<file path="config.mk">
export PLATFORM = sky130hd
export DESIGN_NAME = multicycle_ctrl
export DESIGN_NICKNAME = d
export VERILOG_FILES = /design/src/rtl/ctrl_pkg.sv /design/src/rtl/ctrl_decode.sv /design/src/rtl/multicycle_ctrl.sv
export SDC_FILE = /design/constraint.sdc
export NUM_CORES = 1
export LEC_CHECK = 0
export ABC_AREA = 1
export CAP_MARGIN = 20
export CORE_MARGIN = 1.5
export CORE_UTILIZATION = 30
export CTS_CLUSTER_DIAMETER = 50
export CTS_CLUSTER_SIZE = 40
export DETAILED_ROUTE_END_ITERATION = 10
export SETUP_SLACK_MARGIN = 0.5
export SLEW_MARGIN = 15
export SYNTH_ARGS = -nofsm -noshare
export SYNTH_HDL_FRONTEND = slang
export SYNTH_SLANG_ARGS = --single-unit
</file>
<file path="constraint.sdc">
create_clock -name clk -period 2.05 [get_ports clk]
set_clock_uncertainty 0.2 [all_clocks]
set_input_delay 0.205 -clock clk [delete_from_list [all_inputs] [get_ports clk]]
set_output_delay 0.205 -clock clk [all_outputs]
set_load 0.03 [all_outputs]
</file>
<file path="src/rtl/ctrl_pkg.sv">
// ctrl_pkg: shared constants and types for the multicycle controller.
// Holds RV32I opcode values, the R-type and I-type ALUop tables, the FSM
// state enum, the instruction class used to sequence EXEC/MEM/WB, the
// wb_sel/pc_sel encodings and the registered control bundle.
package ctrl_pkg;

    // RV32I major opcodes
    localparam logic [6:0] OP_R      = 7'b0110011;
    localparam logic [6:0] OP_I      = 7'b0010011;
    localparam logic [6:0] OP_LOAD   = 7'b0000011;
    localparam logic [6:0] OP_STORE  = 7'b0100011;
    localparam logic [6:0] OP_BRANCH = 7'b1100011;
    localparam logic [6:0] OP_JAL    = 7'b1101111;
    localparam logic [6:0] OP_JALR   = 7'b1100111;
    localparam logic [6:0] OP_LUI    = 7'b0110111;
    localparam logic [6:0] OP_AUIPC  = 7'b0010111;

    // R-type ALUop table
    localparam logic [3:0] ALU_R_ADD  = 4'b0000;
    localparam logic [3:0] ALU_R_SUB  = 4'b0001;
    localparam logic [3:0] ALU_R_XOR  = 4'b0010;
    localparam logic [3:0] ALU_R_OR   = 4'b0011;
    localparam logic [3:0] ALU_R_AND  = 4'b0100;
    localparam logic [3:0] ALU_R_SLL  = 4'b0101;
    localparam logic [3:0] ALU_R_SRL  = 4'b0110;
    localparam logic [3:0] ALU_R_SRA  = 4'b0111;
    localparam logic [3:0] ALU_R_SLT  = 4'b1000;
    localparam logic [3:0] ALU_R_SLTU = 4'b1001;

    // I-type ALUop table (the ALU numbers these differently from R-type)
    localparam logic [3:0] ALU_I_ADDI = 4'b0000;
    localparam logic [3:0] ALU_I_XORI = 4'b0001;
    localparam logic [3:0] ALU_I_ORI  = 4'b0010;
    localparam logic [3:0] ALU_I_ANDI = 4'b0011;
    localparam logic [3:0] ALU_I_SLLI = 4'b0100;
    localparam logic [3:0] ALU_I_SRAI = 4'b0101;
    localparam logic [3:0] ALU_I_SRLI = 4'b0110;

    localparam logic [3:0] ALU_LUI    = 4'b1000;
    localparam logic [3:0] ALU_AUIPC  = 4'b1001;

    // wb_sel / pc_sel encodings
    localparam logic [1:0] WB_ALU   = 2'd0;
    localparam logic [1:0] WB_MEM   = 2'd1;
    localparam logic [1:0] WB_PC4   = 2'd2;
    localparam logic [1:0] PC_PLUS4 = 2'd0;
    localparam logic [1:0] PC_IMM   = 2'd1;
    localparam logic [1:0] PC_ALU   = 2'd2;

    typedef enum logic [2:0] {
        ST_IDLE   = 3'd0,
        ST_FETCH  = 3'd1,
        ST_DECODE = 3'd2,
        ST_EXEC   = 3'd3,
        ST_MEM    = 3'd4,
        ST_WB     = 3'd5,
        ST_TRAP   = 3'd6
    } state_e;

    typedef enum logic [2:0] {
        CL_ALU    = 3'd0,   // R, I-ALU, lui, auipc
        CL_BRANCH = 3'd1,
        CL_LOAD   = 3'd2,
        CL_STORE  = 3'd3,
        CL_JAL    = 3'd4,
        CL_JALR   = 3'd5
    } class_e;

    // br bit order: [5] beq, [4] bne, [3] blt, [2] bge, [1] bltu, [0] bgeu
    typedef struct packed {
        logic [3:0] alu_op;
        logic       alu_src;
        logic       sftmd;
        logic [5:0] br;
        class_e     cls;
    } ctrl_t;

endpackage

</file>
<file path="src/rtl/ctrl_decode.sv">
// ctrl_decode: purely combinational decode of an RV32I instruction into
// the controller's control bundle.
// Ports: opcode/funct3/funct7 in (instruction fields), ctrl out (bundle),
// illegal out (instruction not supported by this datapath).
module ctrl_decode
    import ctrl_pkg::*;
(
    input  logic [6:0] opcode,
    input  logic [2:0] funct3,
    input  logic [6:0] funct7,
    output ctrl_t      ctrl,
    output logic       illegal
);

    always_comb begin
        ctrl    = '0;
        ctrl.cls = CL_ALU;
        illegal = 1'b0;
        case (opcode)
            OP_R: begin
                if (funct7 == 7'b0000000) begin
                    case (funct3)
                        3'b000: ctrl.alu_op = ALU_R_ADD;
                        3'b001: begin ctrl.alu_op = ALU_R_SLL; ctrl.sftmd = 1'b1; end
                        3'b010: ctrl.alu_op = ALU_R_SLT;
                        3'b011: ctrl.alu_op = ALU_R_SLTU;
                        3'b100: ctrl.alu_op = ALU_R_XOR;
                        3'b101: begin ctrl.alu_op = ALU_R_SRL; ctrl.sftmd = 1'b1; end
                        3'b110: ctrl.alu_op = ALU_R_OR;
                        default: ctrl.alu_op = ALU_R_AND;
                    endcase
                end else if (funct7 == 7'b0100000) begin
                    case (funct3)
                        3'b000:  ctrl.alu_op = ALU_R_SUB;
                        3'b101:  begin ctrl.alu_op = ALU_R_SRA; ctrl.sftmd = 1'b1; end
                        default: illegal = 1'b1;
                    endcase
                end else begin
                    illegal = 1'b1;
                end
            end
            OP_I: begin
                ctrl.alu_src = 1'b1;
                case (funct3)
                    3'b000: ctrl.alu_op = ALU_I_ADDI;
                    3'b100: ctrl.alu_op = ALU_I_XORI;
                    3'b110: ctrl.alu_op = ALU_I_ORI;
                    3'b111: ctrl.alu_op = ALU_I_ANDI;
                    3'b001: begin
                        ctrl.alu_op = ALU_I_SLLI;
                        ctrl.sftmd  = 1'b1;
                        illegal     = (funct7 != 7'b0000000);
                    end
                    3'b101: begin
                        ctrl.sftmd = 1'b1;
                        if (funct7 == 7'b0000000)      ctrl.alu_op = ALU_I_SRLI;
                        else if (funct7 == 7'b0100000) ctrl.alu_op = ALU_I_SRAI;
                        else                           illegal = 1'b1;
                    end
                    default: illegal = 1'b1;   // slti / sltiu unsupported
                endcase
            end
            OP_LOAD: begin
                ctrl.alu_src = 1'b1;
                ctrl.cls     = CL_LOAD;
            end
            OP_STORE: begin
                ctrl.alu_src = 1'b1;
                ctrl.cls     = CL_STORE;
            end
            OP_JALR: begin
                ctrl.alu_src = 1'b1;
                ctrl.cls     = CL_JALR;
                illegal      = (funct3 != 3'b000);
            end
            OP_LUI: begin
                ctrl.alu_op  = ALU_LUI;
                ctrl.alu_src = 1'b1;
            end
            OP_AUIPC: begin
                ctrl.alu_op  = ALU_AUIPC;
                ctrl.alu_src = 1'b1;
            end
            OP_BRANCH: begin
                ctrl.cls = CL_BRANCH;
                case (funct3)
                    3'b000:  ctrl.br = 6'b100000;
                    3'b001:  ctrl.br = 6'b010000;
                    3'b100:  ctrl.br = 6'b001000;
                    3'b101:  ctrl.br = 6'b000100;
                    3'b110:  ctrl.br = 6'b000010;
                    3'b111:  ctrl.br = 6'b000001;
                    default: illegal = 1'b1;
                endcase
            end
            OP_JAL: begin
                ctrl.cls = CL_JAL;
            end
            default: illegal = 1'b1;
        endcase
    end

endmodule

</file>
<file path="src/rtl/multicycle_ctrl.sv">
// multicycle_ctrl: multicycle RV32I control FSM (IDLE, FETCH, DECODE, EXEC,
// MEM, WB, TRAP) driving the ALU control interface, memory strobes,
// register-file write and PC update.
// Ports: clk, rst_n (async active-low); instruction handshake instr_valid/
// instr/instr_ready; mem_ready; branch_result; ALU controls ALUop/ALUSrc/
// sftmd and one-hot branch flags; MemRead/MemWrite; RegWrite; wb_sel;
// pc_we/pc_sel; ir (latched instruction); trap (sticky illegal flag).
// Optional macro CTRL_RETIRE_CNT_EN adds retired_cnt, a wrapping count of
// pc_we pulses.
module multicycle_ctrl
    import ctrl_pkg::*;
#(
    parameter logic [1:0] RESET_PC_SEL = 2'd0
) (
    input  logic        clk,
    input  logic        rst_n,
    input  logic        instr_valid,
    input  logic [31:0] instr,
    output logic        instr_ready,
    input  logic        mem_ready,
    input  logic        branch_result,
    output logic [3:0]  ALUop,
    output logic        ALUSrc,
    output logic        sftmd,
    output logic        Branch,
    output logic        nBranch,
    output logic        Branch_lt,
    output logic        Branch_ge,
    output logic        Branch_ltu,
    output logic        Branch_geu,
    output logic        MemRead,
    output logic        MemWrite,
    output logic        RegWrite,
    output logic [1:0]  wb_sel,
    output logic        pc_we,
    output logic [1:0]  pc_sel,
    output logic [31:0] ir,
    output logic        trap
`ifdef CTRL_RETIRE_CNT_EN
    ,
    output logic [31:0] retired_cnt
`endif
);

    state_e      state_q, state_d;
    logic [31:0] ir_q, ir_d;
    ctrl_t       ctrl_q, ctrl_d;
    ctrl_t       dec_ctrl;
    logic        dec_illegal;

    ctrl_decode u_decode (
        .opcode  (ir_q[6:0]),
        .funct3  (ir_q[14:12]),
        .funct7  (ir_q[31:25]),
        .ctrl    (dec_ctrl),
        .illegal (dec_illegal)
    );

    // Next state plus the two registered payloads (ir, control bundle).
    // The bundle only loads on DECODE->EXEC so the ALU sees stable controls
    // for the whole execute/memory/writeback sequence.
    always_comb begin
        state_d = state_q;
        ir_d    = ir_q;
        ctrl_d  = ctrl_q;
        case (state_q)
            ST_IDLE:  state_d = ST_FETCH;
            ST_FETCH: begin
                if (instr_valid) begin
                    ir_d    = instr;
                    state_d = ST_DECODE;
                end
            end
            ST_DECODE: begin
                if (dec_illegal) begin
                    state_d = ST_TRAP;
                end else begin
                    ctrl_d  = dec_ctrl;
                    state_d = ST_EXEC;
                end
            end
            ST_EXEC: begin
                case (ctrl_q.cls)
                    CL_BRANCH:         state_d = ST_FETCH;
                    CL_LOAD, CL_STORE: state_d = ST_MEM;
                    default:           state_d = ST_WB;
                endcase
            end
            ST_MEM: begin
                if (mem_ready)
                    state_d = (ctrl_q.cls == CL_LOAD) ? ST_WB : ST_FETCH;
            end
            ST_WB:   state_d = ST_FETCH;
            ST_TRAP: state_d = ST_TRAP;
            default: state_d = ST_IDLE;
        endcase
    end

    // Outputs decode from the current state so an asynchronous reset
    // clears them in the same cycle it is asserted.
    always_comb begin
        instr_ready = (state_q == ST_FETCH);
        MemRead     = 1'b0;
        MemWrite    = 1'b0;
        RegWrite    = 1'b0;
        wb_sel      = WB_ALU;
        pc_we       = 1'b0;
        pc_sel      = PC_PLUS4;
        trap        = (state_q == ST_TRAP);
        case (state_q)
            ST_IDLE: pc_sel = RESET_PC_SEL;
            ST_EXEC: begin
                if (ctrl_q.cls == CL_BRANCH) begin
                    pc_we  = 1'b1;
                    pc_sel = branch_result ? PC_IMM : PC_PLUS4;
                end
            end
            ST_MEM: begin
                MemRead  = (ctrl_q.cls == CL_LOAD);
                MemWrite = (ctrl_q.cls == CL_STORE);
                pc_we    = mem_ready && (ctrl_q.cls == CL_STORE);
            end
            ST_WB: begin
                RegWrite = 1'b1;
                pc_we    = 1'b1;
                case (ctrl_q.cls)
                    CL_LOAD: wb_sel = WB_MEM;
                    CL_JAL:  begin wb_sel = WB_PC4; pc_sel = PC_IMM; end
                    CL_JALR: begin wb_sel = WB_PC4; pc_sel = PC_ALU; end
                    default: wb_sel = WB_ALU;
                endcase
            end
            default: ;
        endcase
    end

    // In TRAP the bundle still holds the last legal instruction; blank it
    // (and ir) so only trap is visible.
    always_comb begin
        if (state_q == ST_TRAP) begin
            {ALUop, ALUSrc, sftmd} = '0;
            {Branch, nBranch, Branch_lt, Branch_ge, Branch_ltu, Branch_geu} = '0;
            ir = '0;
        end else begin
            ALUop  = ctrl_q.alu_op;
            ALUSrc = ctrl_q.alu_src;
            sftmd  = ctrl_q.sftmd;
            {Branch, nBranch, Branch_lt, Branch_ge, Branch_ltu, Branch_geu} = ctrl_q.br;
            ir = ir_q;
        end
    end

    always_ff @(posedge clk or negedge rst_n) begin
        if (!rst_n) begin
            state_q <= ST_IDLE;
            ir_q    <= '0;
            ctrl_q  <= '0;
        end else begin
            state_q <= state_d;
            ir_q    <= ir_d;
            ctrl_q  <= ctrl_d;
        end
    end

`ifdef CTRL_RETIRE_CNT_EN
    logic [31:0] retired_q, retired_d;

    // Wraps naturally at 32 bits.
    always_comb begin
        retired_d = retired_q + {31'd0, pc_we};
    end

    always_ff @(posedge clk or negedge rst_n) begin
        if (!rst_n) retired_q <= '0;
        else        retired_q <= retired_d;
    end

    assign retired_cnt = retired_q;
`endif

endmodule

</file>
=== Word level (Yosys, flattened, before mapping) ===
Cells that the tools add are included.
W data, S select, Z words.

* Register bits: 50
* Output and inout bits: 54

* Eq/ne operators: 30
* Reductions and logical operators: 18
* Mux-type cells: 52
* Bitwise operators: 1

{| class="wikitable"
|+ Operators with widths
! cell !! number
|-
| $pmux W6 S6 || 1
|-
| $mux W32 || 1
|-
| $eq A7 B6 Y1 const B || 4
|-
| $pmux W4 S7 || 1
|-
| $eq A3 B3 Y1 const B || 9
|-
| $mux W1 || 25
|-
| $eq A7 B7 Y1 const B || 3
|-
| $pmux W4 S5 || 1
|-
| $eq A3 B2 Y1 const B || 6
|-
| $pmux W3 S6 || 1
|-
| $mux W4 || 4
|-
| $pmux W4 S4 || 1
|-
| $mux W3 || 5
|-
| $pmux W3 S5 || 1
|-
| $eq A7 B5 Y1 const B || 2
|-
| $pmux W2 S2 || 3
|-
| $pmux W3 S2 || 2
|-
| $reduce_or A6 Y1 || 2
|-
| $reduce_or A2 Y1 || 5
|-
| $eq A3 B1 Y1 const B || 3
|-
| $eq A7 B2 Y1 const B || 1
|-
| $logic_not A7 Y1 || 1
|-
| $reduce_bool A7 Y1 || 1
|-
| $logic_not A3 Y1 || 2
|-
| other kinds (12) || 16
|}

=== Logic depth before layout (Yosys ltp) ===
* Depth after elaboration: 8
* Mapped depth: 14

=== Cells and area by module ===
Synthesis repeated with hierarchy kept, for this count alone.

* Cell total of the unflattened synthesis: 455
* Area total of the unflattened synthesis: 3091.7 um^2

{| class="wikitable"
|+ By module, submodules not included
! module !! instances !! area each (um^2) !! cells an instance !! sequential area each (um^2)
|-
| multicycle_ctrl || 1 || 2553.7 || 348 || 1251.2
|-
| ctrl_decode || 1 || 538.0 || 107 || 0.0
|}

=== Worst setup path after synthesis ===
OpenSTA, ideal clock, no wires.

* Kind: reg2out
* Start: register state_q[1]
* End: output port pc_sel[0]
* Arrival time: 2530 ps
* Path slack: -885 ps
* Buffers on the path: 0
* Stages on the path, launching flop included: 5
* Data required time: 1645 ps
* Cell sequence: dfrtp_1 nor3_1 inv_1 nor3_1 a32o_1

* Longest elaborated chain between the ends: 2
* Elaborated cells between the ends (all ways): 3

{| class="wikitable"
|+ RTL lines
! element !! RTL line !! RTL
|-
| start, declared || multicycle_ctrl.sv:45 || <nowiki>state_e state_q, state_d;</nowiki>
|-
| start signal, assigned || multicycle_ctrl.sv:159 || <nowiki>state_q <= state_d;</nowiki>
|-
| $eq A3 B3 Y1 / $eq A3 B2 Y1 (equally long branches) || multicycle_ctrl.sv:110 || <nowiki>case (state_q)</nowiki>
|-
| $pmux W2 S2 * || multicycle_ctrl.sv:110 ||
|-
| end, declared || multicycle_ctrl.sv:36 || <nowiki>output logic [1:0] pc_sel,</nowiki>
|}

Every way passes the cells marked *; elsewhere a longest branch is shown, timed or not.

=== Final worst setup path ===
* Start: register state_q[2]
* End: register ir_q[18]

* Longest elaborated chain between the ends: 2

{| class="wikitable"
|+ RTL lines
! element !! RTL line !! RTL
|-
| $eq A3 B1 Y1 || multicycle_ctrl.sv:66 || <nowiki>case (state_q)</nowiki>
|-
| $reduce_and A2 Y1 (no source line) || -- ||
|-
| end signal, assigned || multicycle_ctrl.sv:160 || <nowiki>ir_q <= ir_d;</nowiki>
|-
| end, declared || multicycle_ctrl.sv:46 || <nowiki>logic [31:0] ir_q, ir_d;</nowiki>
|}

Every way passes these cells.
A chain may end at the register's enable or synchronous reset.

==> results.sh <==
export IMPL_status="finished with violations"
export IMPL_violations="negative setup slack"
export IMPL_clock_fmax_mhz=477.5
export IMPL_wl_per_cell_um=14.42
export IMPL_cts_tree="built"
export IMPL_r2r_start="state_q[2]"
export IMPL_drv_slew=0
export IMPL_drc=0
export IMPL_start_util_pct=30.97
export IMPL_syn_avg_cell_area_um2=7.688
export IMPL_cts_inserted_buffers=5
export IMPL_die_y_um=100.9
export IMPL_grt_pass1_vias=3135
export IMPL_track_usage_pct=18.37
export IMPL_syn_inst=374
export IMPL_drive_gt1_share_pct=70.46
export IMPL_worst_pin_slew_ns=0.4267
export IMPL_die_w_um=100.9
export IMPL_syn_nets=411
export IMPL_grt_max_degree=51
export IMPL_total_power_mw=8.223
export IMPL_htreeDepth=2
export IMPL_reg2reg_slack_ns=-0.04
export IMPL_period_share_pct=102.2
export IMPL_crit_path_start_kind="flop"
export IMPL_cp_max_fo=10
export IMPL_drt_initial_drc_count=120
export IMPL_place_congestion=0.9132
export IMPL_cts_buffer_depth=2
export IMPL_io_pins=91
export IMPL_num_rows=35
export IMPL_min_path_type="primary input to async pin"
export IMPL_ir_worst_vdd_mv=0.8930
export IMPL_cp_required_ns=2.04
export IMPL_numClockSinks=50
export IMPL_yosysUniqueCellTypes=30
export IMPL_root_buffer="clkbuf_8"
export IMPL_fillers=716
export IMPL_layout_setup_ws_ns=-0.04417
export IMPL_hold_viol=0
export IMPL_instances_no_fill=691
export IMPL_p_switching_mw=3.640
export IMPL_die_area_um2=10180
export IMPL_drt_pass1_iterations=4
export IMPL_ff2ff_path_depth=10
export IMPL_ys_seq_area_share_pct=43.52
export IMPL_synthesis_area_um2=2875
export IMPL_routed_wl_um=9964
export IMPL_n_antenna_cell=0
export IMPL_cp_slowest_stage_delay_ns=0.40
export IMPL_critPathArrivalTime_ns=2.09
export IMPL_rsz0062_at_grt="true"
export IMPL_p_clk_share_pct=8.4
export IMPL_vias_per_cell=4.640
export IMPL_power_density_nw_per_um2=1333
export IMPL_seqPwrFrac_pct=21.4
export IMPL_max_cap_violations=0
export IMPL_final_util_pct=66.47
export IMPL_syn_to_final_growth_pct=114.6
export IMPL_grt_pass1_wl_um=14780
export IMPL_end_kind="flop"
export IMPL_vias=3206
export IMPL_slew_headroom_pct=71.43
export IMPL_swShare_pct=44.27
export IMPL_antenna_found_initial=0
export IMPL_final_nets=598
export IMPL_critical_path_class="flop to flop"
export IMPL_core_um2=9284
export IMPL_p_comb_share_pct=70.2
export IMPL_cpMaxStageDelayCell="dfrtp_1"
export IMPL_p_leak_nw=2.886
export IMPL_yosysWarnings=0
export IMPL_grt_remaining_overflow=0
export IMPL_p_int_mw=4.583
export IMPL_setup_viol=27
export IMPL_reg2reg_to="ir_q[18]"
export IMPL_path_clk_slew_ns=0.09
export IMPL_ant_nets=0
export IMPL_crit_chain="buf_4 -> buf_6 -> nor2_2 -> inv_2 -> buf_4 -> nor2_4 -> nand2_4 -> buf_12 -> buf_16 -> mux2_2"
export IMPL_ys_ff_latch=50
export IMPL_min_period_ns=2.094
export IMPL_portBuffers=90
export IMPL_clk_latency_ns=0.30
export IMPL_cp_common_cell="buf_4"
export IMPL_dp_cells=607
export IMPL_hpwl_um=5401
## cell usage after synthesis
library cell  number  area share [%]
o21ai_1            3            0.52
o211ai_1           2            0.52
nor2_4             1            0.39
clkbuf_1           5            0.65
buf_8              1            0.52
nand3_2            2            0.70
a211oi_1           1            0.26
nor3_1             6             1.0
buf_2              3            0.52
inv_1             66             8.6
o21ai_0            5            0.87
nand2_2           10             2.2
buf_6              1            0.39
o21ai_2           10             3.0
mux2_2            25             9.8
or2_2              2            0.44
clkinv_1           1            0.13
inv_2             10             1.3
nand2_1           93              12
nand3_1           10             1.7
a31oi_1            2            0.44
buf_4              2            0.52
a22o_1             1            0.30
nor4_1             2            0.44
nor2_2             2            0.44
dfrtp_1           50              44
a32o_1             1            0.35
nor2_1            41             5.4
nand4_1            2            0.44
a21oi_1           14             2.4
## state kept, by name (all words and copies together) (netlist names)
signal and count:
state_q 3, ir_q 32, ctrl_q 15
## worst max-delay path by stage
stage	slack, ns	from	cells past startpoint	end
floorplan	0.06	state_q[2]	5	pc_sel[0]
global placement	0.03	state_q[0]	8	ir[5]
detailed placement	0.01	state_q[0]	8	ir[8]
CTS	-0.04	state_q[2]	8	pc_sel[0]
global route	-0.12	state_q[2]	10	ir_q[0]
finish	-0.04	state_q[2]	10	ir_q[18]
## cells by family (layout without fill, tap and decap cells)
logic type | after synthesis | count (layout) | share of synthesized area [%]
AOI/OAI and AO/OA | 39 | 39 | 8.746
buffers and inverters | 89 | 277 | 12.66
DFF | 50 | 50 | 43.52
and+or+nand+nor | 171 | 171 | 25.28
muxes | 25 | 25 | 9.791
## per-stage QoR
step | TNS (ns) | instance area [µm²] | hold slack [ns] | setup WS [ns]
after global routing | -4.042 | 6171 | 0.2476 | -0.1227
after detailed placement | 0 | 4578 | 0.01806 | 0.01335
final | -0.6222 | 6171 | 0.2142 | -0.04417
after floorplan | 0 | 3516 | -0.2906 | 0.05759
after CTS | -0.1592 | 5709 | 0.2241 | -0.04046
after global placement | 0 | 4578 | 0.01895 | 0.03035
## power by group through the flow
stage / combinational, mW / clock, mW / sequential [mW]
4_1_cts: 5.19 / 0.713 / 1.70
3_5_place_dp: 3.96 / 0 / 1.78
3_3_place_gp: 3.94 / 0 / 1.77
2_1_floorplan: 2.83 / 0 / 1.75
5_1_grt: 6.11 / 0.745 / 1.80
6_report: 5.77 / 0.693 / 1.76
## per-layer routing
layer  vias up  GRT usage (%)  wire (µm)
met4         0          7.585        231
met3        19          2.913        471
li1       1531              -          -
met2       103          31.08       5066
met1      1553          23.36       4194
met5         -              0          0
## final cells by class
| class | count | area [µm²] | area share [%] |
|---|---|---|---|
| timing repair buffer | 192 | 2211 | 35.83 |
| multi-input combinational | 235 | 2014 | 32.64 |
| sequential | 50 | 1261 | 20.44 |
| inverter | 77 | 416.7 | 6.752 |
| tap | 129 | 161.4 | 2.616 |
| clock buffer | 7 | 76.32 | 1.237 |
| clock inverter | 1 | 30.03 | 0.4866 |
## worst max-delay path, delay by kind of cell, from the launching register on
| kind | cells | cell delay, ns |
|---|---|---|
| simple gates | 3 | 0.39 |
| flops | 1 | 0.40 |
| mux | 1 | 0.27 |
| buf+inv | 6 | 0.74 |
## cell usage in the layout (no fill, tap or decap), types with 15 or more instances in the layout
cell             count
buf_6               71
nand2_4             61
buf_4               57
inv_4               43
dfrtp_1             42
clkdlybuf4s50_1     35
mux2_2              25
nand2_1             24
nor2_1              20
nand2_2             18
inv_2               17
nor2_4              15
inv_1               15
## what timing repair did
action	in CTS	in global routing
endpoints found under the setup margin	104	104
endpoints found under the hold margin	50	0
hold buffers	1	0
setup buffers	44	19
resized for setup	289	97
cloned	10	2
pin swaps	24	41
(Power assumes the default switching activity.)
